[config.mk]
export PLATFORM = sky130hd
export DESIGN_NAME = mirror_display_scan
export DESIGN_NICKNAME = d
export VERILOG_FILES = /design/src/rtl/mirror_display_scan.sv
export SDC_FILE = /design/constraint.sdc
export NUM_CORES = 1
export LEC_CHECK = 0
export BUFFER_PORTS_ARGS = -buffer_cell sky130_fd_sc_hd__buf_2
export CAP_MARGIN = 20
export CORE_UTILIZATION = 58
export CTS_BUF_LIST = sky130_fd_sc_hd__clkbuf_4 sky130_fd_sc_hd__clkbuf_8 sky130_fd_sc_hd__clkbuf_16
export DETAILED_ROUTE_END_ITERATION = 8
export PLACE_DENSITY = 0.85
export REMOVE_ABC_BUFFERS = 1
export SLEW_MARGIN = 40
export SYNTH_ARGS = -nofsm -noshare
export SYNTH_HDL_FRONTEND = slang
export SYNTH_SLANG_ARGS = --single-unit
[constraint.sdc]
create_clock -name clk -period 7.6 [get_ports clk]
set_clock_uncertainty 0.05 [all_clocks]
set_input_delay 0 -clock clk [delete_from_list [all_inputs] [get_ports clk]]
set_output_delay 0 -clock clk [all_outputs]
set_load 0.005 [all_outputs]
[src/rtl/mirror_display_scan.sv]
// Mirror-display channel selector: manual select, timed auto-scroll over valid
// channels, and a filtered low-value alert override on one channel.
module mirror_display_scan #(
  parameter int WIDTH        = 8,
  parameter int NCH          = 4,
  parameter int SEL_W        = 2,
  parameter int DWELL_CYCLES = 50000000,
  parameter int ALERT_CH     = 3,
  parameter int ALERT_FILTER = 4
) (
  input  logic                 clk,
  input  logic                 rst,
  input  logic [NCH*WIDTH-1:0] ch_data,
  input  logic [NCH-1:0]       ch_valid,
  input  logic                 auto_mode,
  input  logic [SEL_W-1:0]     sel_manual,
  input  logic                 next_pulse,
  input  logic [WIDTH-1:0]     alert_thresh,
  output logic [WIDTH-1:0]     display,
  output logic [SEL_W-1:0]     disp_ch,
  output logic                 disp_valid,
  output logic                 alert
);

  localparam int DW_W  = $clog2(DWELL_CYCLES);
  localparam int CNT_W = $clog2(ALERT_FILTER + 1);

  localparam logic [1:0] ST_MANUAL = 2'd0;
  localparam logic [1:0] ST_SCROLL = 2'd1;
  localparam logic [1:0] ST_ALERT  = 2'd2;

  logic [1:0]       state, state_n;
  logic [SEL_W-1:0] ptr, ptr_n;
  logic [DW_W-1:0]  dwell, dwell_n;
  logic [CNT_W-1:0] cnt, cnt_n;

  logic [WIDTH-1:0] alert_val;
  logic             alert_cond, alert_n;
  logic [SEL_W-1:0] adv_ptr, hi_idx, lo_idx;
  logic             hi_found, lo_found;
  logic [WIDTH-1:0] disp_n;
  logic [SEL_W-1:0] ch_n;
  logic             vld_n;

  function automatic logic [WIDTH-1:0] pick_data(input logic [NCH*WIDTH-1:0] d,
                                                 input logic [SEL_W-1:0] idx);
    pick_data = '0;
    for (int unsigned k = 0; k < NCH; k++)
      if (32'(idx) == k) pick_data = d[k*WIDTH +: WIDTH];
  endfunction

  function automatic logic pick_valid(input logic [NCH-1:0] v,
                                      input logic [SEL_W-1:0] idx);
    pick_valid = 1'b0;
    for (int unsigned k = 0; k < NCH; k++)
      if (32'(idx) == k) pick_valid = v[k];
  endfunction

  assign alert_val  = ch_data[ALERT_CH*WIDTH +: WIDTH];
  assign alert_cond = ch_valid[ALERT_CH] && (alert_val < alert_thresh);

  always_comb begin
    if (!alert_cond)
      cnt_n = '0;
    else if (cnt == CNT_W'(ALERT_FILTER))
      cnt_n = cnt;
    else
      cnt_n = cnt + CNT_W'(1);
    alert_n = (cnt_n == CNT_W'(ALERT_FILTER));
  end

  // Next valid channel: first valid above ptr, else first valid at or below
  // ptr (the wrap), else stay put.
  always_comb begin
    hi_found = 1'b0;
    lo_found = 1'b0;
    hi_idx   = '0;
    lo_idx   = '0;
    for (int unsigned j = 0; j < NCH; j++) begin
      if (!hi_found && ch_valid[j] && (j > 32'(ptr))) begin
        hi_found = 1'b1;
        hi_idx   = SEL_W'(j);
      end
      if (!lo_found && ch_valid[j] && (j <= 32'(ptr))) begin
        lo_found = 1'b1;
        lo_idx   = SEL_W'(j);
      end
    end
    if (hi_found)
      adv_ptr = hi_idx;
    else if (lo_found)
      adv_ptr = lo_idx;
    else
      adv_ptr = ptr;
  end

  always_comb begin
    state_n = state;
    ptr_n   = ptr;
    dwell_n = '0;
    if (alert_n) begin
      state_n = ST_ALERT;
    end else if (!auto_mode) begin
      state_n = ST_MANUAL;
      ptr_n   = sel_manual;
    end else if (state != ST_SCROLL) begin
      // Entering scroll from manual or alert restarts the dwell at this ptr.
      state_n = ST_SCROLL;
      ptr_n   = (32'(ptr) >= NCH) ? '0 : ptr;
    end else if (next_pulse || (dwell == DW_W'(DWELL_CYCLES - 1))) begin
      ptr_n = adv_ptr;
    end else begin
      dwell_n = dwell + DW_W'(1);
    end
  end

  always_comb begin
    if (alert_n) begin
      disp_n = alert_val;
      ch_n   = SEL_W'(ALERT_CH);
      vld_n  = 1'b1;
    end else begin
      disp_n = pick_data(ch_data, ptr_n);
      ch_n   = ptr_n;
      vld_n  = pick_valid(ch_valid, ptr_n);
    end
  end

  always_ff @(posedge clk) begin
    if (rst) begin
      state      <= ST_MANUAL;
      ptr        <= '0;
      dwell      <= '0;
      cnt        <= '0;
      display    <= '0;
      disp_ch    <= '0;
      disp_valid <= 1'b0;
      alert      <= 1'b0;
    end else begin
      state      <= state_n;
      ptr        <= ptr_n;
      dwell      <= dwell_n;
      cnt        <= cnt_n;
      display    <= disp_n;
      disp_ch    <= ch_n;
      disp_valid <= vld_n;
      alert      <= alert_n;
    end
  end

endmodule

==> flow_metrics.env, run 1 <==
export IMPL_post_route_drc_count=0
export IMPL_drive_gt1_share_pct=21.8
export IMPL_critPathBufInv=1
export IMPL_cp_top_family="simple AND/OR/NAND/NOR gates"
export IMPL_min_period_ns=3.48
export IMPL_initial_utilization_pct=59.9
export IMPL_cts_resized=0
export IMPL_leakagePower_nw=1.29
export IMPL_cp_arrival_ns=3.63
export IMPL_slew_viol_final=0
export IMPL_status="finished, final reports clean"
export IMPL_tritoncts="built"
export IMPL_routabilityCongestion=0.867
export IMPL_fp_dieW_um=69.1
export IMPL_p_per_area_mw_per_mm2=157
export IMPL_synth_seq_cells=45
export IMPL_wirelength_um=6340
export IMPL_crit_slowest_cell="dlygate4sd3_1"
export IMPL_synth_area_mm2=0.00261
export IMPL_power_frac_clock_pct=30.7
export IMPL_place_hpwl_um=4270
export IMPL_clk_pin_slew_ns=0.09
export IMPL_area_delta_synth_final_pct=21.7
export IMPL_timing_fmax_ghz=0.287
export IMPL_vias=2507
export IMPL_slew_headroom_pct=46.8
export IMPL_numClockSinks=45
export IMPL_synth_area_per_cell_um2=8.45
export IMPL_die_area_mm2=0.00477
export IMPL_maxCapViolCount=0
export IMPL_cts_buffers=5
export IMPL_antenna_cells=0
export IMPL_synth_cell_type_count=52
export IMPL_hold_viol_final=0
export IMPL_grt_max_degree=27
export IMPL_dr_pass1_iters=4
export IMPL_rsz0062_at_grt="no"
export IMPL_holdCritPathClass="input pin to flop"
export IMPL_rows=24
export IMPL_drtAntennaViolNets=0
export IMPL_synth_edff_count=0
export IMPL_overflow=0
export IMPL_worstSetupStartpointType="flop"
export IMPL_timing_final_ws_setup_ns=4.12
export IMPL_finalSetupViolCount=0
export IMPL_p_int_mw=0.359
export IMPL_cpPeakStageDelay_ns=0.57
export IMPL_yosysSeqAreaShare_pct=34.5
export IMPL_worst_pin_slew_ns=0.795
export IMPL_grt_pass1_wl_um=10600
export IMPL_cp_cell_sequence="or4_4 -> nor4_4 -> a2bb2oi_2 -> mux2i_2 -> nand2b_1 -> a31oi_2 -> o221a_1 -> dlygate4sd3_1"
export IMPL_coreArea_mm2=0.00435
export IMPL_yosysWarningCount=0
export IMPL_port_buffers=61
export IMPL_die_h_um=69.1
export IMPL_syn_inst=309
export IMPL_insertion_delay_ns=0.30
export IMPL_grt_usage_pct=27.3
export IMPL_swShare_pct=28.0
export IMPL_num_nets_final=440
export IMPL_cts_buffer_depth=2
export IMPL_synth_main_ff_cell="dfxtp_1"
export IMPL_fin_crit_sh_pct=45.8
export IMPL_cp_max_fo=11
export IMPL_post_cts_buffers=0
export IMPL_ir_drop_mv=0.121
export IMPL_end_kind="flop"
export IMPL_drt_initial_drc_count=159
export IMPL_avgRoutedWirePerCell_um=14.6
export IMPL_hold_buffers=17
export IMPL_dp_slack_ns=4.58
export IMPL_fin_setup_tns_ns=0
export IMPL_cts_root_buf="clkbuf_8"
export IMPL_antenna_found_initial=0
export IMPL_comb_power_share_pct=19.8
export IMPL_power_switching_mw=0.139
export IMPL_async_flop_share_pct=0
export IMPL_htree_levels=2
export IMPL_grt_pass1_vias=2346
export IMPL_critPathRequiredTime_ns=7.74
export IMPL_via_per_inst=5.79
export IMPL_top_level_ports=62
export IMPL_critical_path_class="flop to flop"
export IMPL_seqPwrFrac_pct=49.5
[layer usage]
metal | vias to the layer above | share of wire [%] | track usage, %
li1 | 1235 | - | -
met1 | 1170 | 43 | 34.9
met2 | 83 | 49 | 44.6
met3 | 19 | 5.6 | 5.41
met4 | 0 | 2.7 | 11.8
met5 | - | 0 | 0
[cell type report]
cell class	instances	area, um^2
Multi-Input combinational cell	232	1580
Fill cell	332	1180
Sequential cell	45	901
Timing Repair Buffer	78	475
Clock buffer	5	68.8
Inverter	18	67.6
Tap cell	52	65.1
Clock inverter	3	21.3
[placed cells by master (no fill, tap or decap), types with 3 or more instances in the layout]
cell type,Yosys,routed
dfxtp_1,45,45
o221a_1,8,8
ha_1,10,10
xnor2_1,13,13
xor2_1,12,12
inv_1,18,18
nor2b_1,10,10
o22ai_1,8,8
or3_1,3,3
nor2_1,57,57
mux2i_1,13,12
nand4_1,7,7
buf_2,4,61
dlygate4sd3_1,0,17
nand2_1,17,17
clkbuf_8,0,5
nand3_1,8,8
nand2b_1,4,4
a211oi_1,8,8
and3_1,4,4
a21oi_1,5,5
nor3_1,9,9
[flip-flops by register name (all words and copies together), names as in the netlist]
register / flops
display: 8
state: 2
dwell: 26
ptr: 2
disp_ch: 2
cnt: 3
alert: 1
disp_valid: 1
[power by group through the flow]
stage | Sequential, mW | Combinational, mW | Clock [mW]
final | 0.247 | 0.0985 | 0.153
after global placement | 0.252 | 0.0820 | 0
after CTS | 0.247 | 0.0948 | 0.157
after detailed placement | 0.252 | 0.0840 | 0
after floorplan | 0.253 | 0.0473 | 0
after global routing | 0.247 | 0.107 | 0.165
[per-stage QoR]
step	util [%]	instances	hold WS, ns	area [um^2]	power [mW]
final	73.0	433	0.133	3180	0.498
after global routing	73.0	433	0.184	3180	0.519
after CTS	72.9	433	0.119	3180	0.499
after detailed placement	67.0	408	0.226	2920	0.336
after global placement	66.9	408	0.227	2910	0.334
after floorplan	-	295	0.0191	2540	0.300
[worst min-delay path: cells and delay by family]
kind / cells / cell delay (ns)
buffers and inverters: 1 / 0.22
AO/OA/AOI/OAI: 1 / 0.15
AND/OR/NAND/NOR: 1 / 0.08
[path summary, 6_finish.rpt]
path / startpoint / end / slack, ns / cells past startpoint
setup / recovery: dwell[11]$_SDFF_PP0_ / display[0]$_SDFF_PP0_ / 4.12 / 8
hold / removal: sel_manual[1] / disp_ch[1]$_SDFF_PP0_ / 0.13 / 3
setup reg to reg: dwell[11]$_SDFF_PP0_ / display[0]$_SDFF_PP0_ / 4.12 / 8
hold reg to reg: dwell[0]$_SDFF_PP0_ / dwell[0]$_SDFF_PP0_ / 0.40 / 1
[cell families (layout without fill, tap and decap cells)]
kind of cell               Yosys count  count (layout)  share of synthesized area [%]
buffers and inverters               32             104                           5.23
muxes                               14              14                           5.42
adders and majority gates           10              10                           4.79
and+or+nand+nor                    132             132                           24.9
xor gates and xnor gates            25              25                           8.39
DFF                                 45              45                           34.5
AOI/OAI and AO/OA                   51              51                           16.7
[Yosys cell counts, types with 2 or more instances]
cell       count  area [um^2]
o21ai_0        2         10.0
o221a_1        8         90.1
xor2_1        12          105
nand3b_1       2         15.0
ha_1          10          125
dfxtp_1       45          901
a21oi_1        5         25.0
mux2i_1       13          130
o211ai_1       2         15.0
a211oi_1       8         60.1
inv_1         18         67.6
and3_1         4         25.0
o22ai_1        8         50.1
xnor2_1       13          114
nor2b_1       10         62.6
nor2_1        57          214
a2111oi_0      2         17.5
nor3_1         9         45.0
or3_1          3         18.8
nor4_1         2         12.5
buf_2          4         20.0
clkbuf_1       8         30.0
nand2b_1       4         25.0
and2_1         2         12.5
o21a_1         2         15.0
nand3_1        8         40.0
nand2_1       17         63.8
nand4_1        7         43.8
(Power assumes the default switching activity.)
==> run 2, diff against run 1 <==
- CORE_UTILIZATION: 58 -> 48
- PLACE_DENSITY: 0.85 -> 0.75
- clock period: 7.6 -> 2.8 ns (I/O delays scaled with it)
==> run 2 against run 1 <==
Clock power increased to 2.7 times the previous value. Core utilization fell by 10 points. Global-route usage is 4.3 points lower. Via count shrank 1.6%. Critical path depth is the same. Critical endpoint unchanged. Largest cell class unchanged. Largest power group unchanged.
==> flow_metrics.env, run 2 (synthesized netlist as in run 1, its figures left out) <==
export IMPL_end_kind="flop"
export IMPL_hold_depth=4
export IMPL_overflow=0
export IMPL_clk_pin_slew_ns=0.09
export IMPL_cp_arrival_ns=2.69
export IMPL_holdCritPathClass="input pin to flop"
export IMPL_seqPwrFrac_pct=50.0
export IMPL_htree_levels=2
export IMPL_wirelength_um=6140
export IMPL_mostFrequentLayoutCells="61 x buf_2, 57 x nor2_1, 45 x dfxtp_1"
export IMPL_drt_initial_drc_count=215
export IMPL_swShare_pct=26.8
export IMPL_fin_setup_tns_ns=0
export IMPL_dp_cells=432
export IMPL_die_h_um=75.7
export IMPL_drtAntennaViolNets=0
export IMPL_power_frac_clock_pct=30.8
export IMPL_final_common_cell="buf_2"
export IMPL_reg2reg_depth=8
export IMPL_r2r_slack_ns=0.24
export IMPL_stdcell_count=457
export IMPL_hp_start="ch_valid[2]"
export IMPL_grt_max_degree=27
export IMPL_crit_path_start="dwell[11]$_SDFF_PP0_"
export IMPL_area_delta_synth_final_pct=24.2
export IMPL_num_nets_final=446
export IMPL_fin_util_pct=62.7
export IMPL_slew_viol_final=0
export IMPL_top_level_ports=62
export IMPL_post_cts_buffers=0
export IMPL_coreArea_mm2=0.00517
export IMPL_cp_top_family="simple AND/OR/NAND/NOR gates"
export IMPL_cp_depth=8
export IMPL_regMostFlops="dwell"
export IMPL_reg_top3="dwell x26, display x8, cnt x3"
export IMPL_cp_cell_sequence="or4_4 -> nor4_4 -> a2bb2oi_2 -> o211ai_2 -> buf_4 -> mux2i_1 -> o22ai_1 -> o221a_1"
export IMPL_nFillCells=445
export IMPL_via_per_inst=5.40
export IMPL_finish_instance_area_mm2=0.00324
export IMPL_insertion_delay_ns=0.30
export IMPL_largest_reg_flops=26
export IMPL_ir_drop_mv=0.297
export IMPL_antenna_cells=0
export IMPL_initial_utilization_pct=50.5
export IMPL_die_area_mm2=0.00574
export IMPL_power_switching_mw=0.359
export IMPL_rows=26
export IMPL_numClockSinks=45
export IMPL_post_route_drc_count=0
export IMPL_drive_gt1_share_pct=22.7
export IMPL_grt_pass1_wl_um=10100
export IMPL_placed_area_mm2=0.00298
export IMPL_rsz0062_at_grt="no"
export IMPL_min_period_ns=2.56
export IMPL_cts_buffers=5
export IMPL_critPathRequiredTime_ns=2.94
export IMPL_leakagePower_nw=1.31
export IMPL_p_int_mw=0.980
export IMPL_antenna_found_initial=0
export IMPL_maxCapViolCount=0
export IMPL_tritoncts="built"
export IMPL_cts_buffer_depth=2
export IMPL_cts_root_buf="clkbuf_8"
export IMPL_p_per_area_mw_per_mm2=413
export IMPL_whs_ns=0.123
export IMPL_cp_max_fo=6
export IMPL_routabilityCongestion=0.845
export IMPL_vias=2467
export IMPL_worst_pin_slew_ns=0.468
export IMPL_worstSetupStartpointType="flop"
export IMPL_status="finished, final reports clean"
export IMPL_dr_pass1_iters=4
export IMPL_crit_slowest_cell="or4_4"
export IMPL_place_hpwl_um=4410
export IMPL_grt_usage_pct=22.9
export IMPL_grt_pass1_vias=2312
export IMPL_critical_path_class="flop to flop"
export IMPL_timing_fmax_ghz=0.391
export IMPL_finalSetupViolCount=0
export IMPL_hold_viol_final=0
export IMPL_cpPeakStageDelay_ns=0.55
export IMPL_port_buffers=61
export IMPL_comb_power_share_pct=19.2
export IMPL_critPathBufInv=1
export IMPL_avgRoutedWirePerCell_um=13.4
export IMPL_fp_dieW_um=75.7
export IMPL_slew_headroom_pct=68.0
export IMPL_r2r_start="dwell[11]$_SDFF_PP0_"
export IMPL_fin_crit_sh_pct=91.4
==> run 2: cell types whose count changed in the layout (fill, tap and decap cells not counted), sizes merged <==
| cell | previous run | this run |
|---|---|---|
| buf | 61 | 67 |
| clkinvlp | 1 | 2 |
| clkbuf | 5 | 6 |
| clkinv | 1 | 0 |
| inv | 19 | 18 |
==> run 2: stage by stage <==
step                total power, mW  setup slack (ns)
floorplan                     0.814             0.203
detailed placement            0.919             0.264
CTS                            1.34             0.236
global placement              0.916             0.302
finish                         1.34             0.242
global route                   1.40           0.00732
==> run 2: path summary, 6_finish.rpt <==
check | to
max | display[0]$_SDFF_PP0_
min | disp_valid$_SDFF_PP0_
max reg2reg | display[0]$_SDFF_PP0_
min reg2reg | dwell[0]$_SDFF_PP0_
==> run 2: layout make-up <==
class / instances / area, um^2 / share of cell area [%]
inverter: 18 / 67.6 / 2.08
tap: 70 / 87.6 / 2.70
clock inverter: 2 / 15.0 / 0.463
clock buffer: 6 / 76.3 / 2.35
multi-input combinational: 232 / 1570 / 48.6
timing repair buffer: 84 / 520 / 16.1
sequential: 45 / 901 / 27.8
==> run 2: repair_timing <==
item,in CTS,in global routing
hold buffers,17,0
gates resized for setup,0,1
hold endpoints to repair,9,0
setup endpoints to repair,0,8
==> run 2: per-layer routing <==
layer	wire, um	GRT usage (%)	vias up
li1	-	-	1247
met1	2740	31.0	1140
met2	2960	37.0	71
met3	361	3.84	9
met4	83	8.02	0
met5	0	0	-
==> run 2: worst reg2reg max path: stages (launching register included) <==
cell	delay, ns
dfxtp_1	0.34
or4_4	0.55
nor4_4	0.36
a2bb2oi_2	0.13
o211ai_2	0.35
buf_4	0.23
mux2i_1	0.22
o22ai_1	0.10
o221a_1	0.12
==> run 2: power groups by stage <==
stage	Clock, mW	Combinational, mW	Sequential, mW
after floorplan	0	0.128	0.686
after global placement	0	0.232	0.684
after detailed placement	0	0.234	0.685
after CTS	0.417	0.254	0.669
after global routing	0.446	0.284	0.671
final	0.413	0.257	0.669
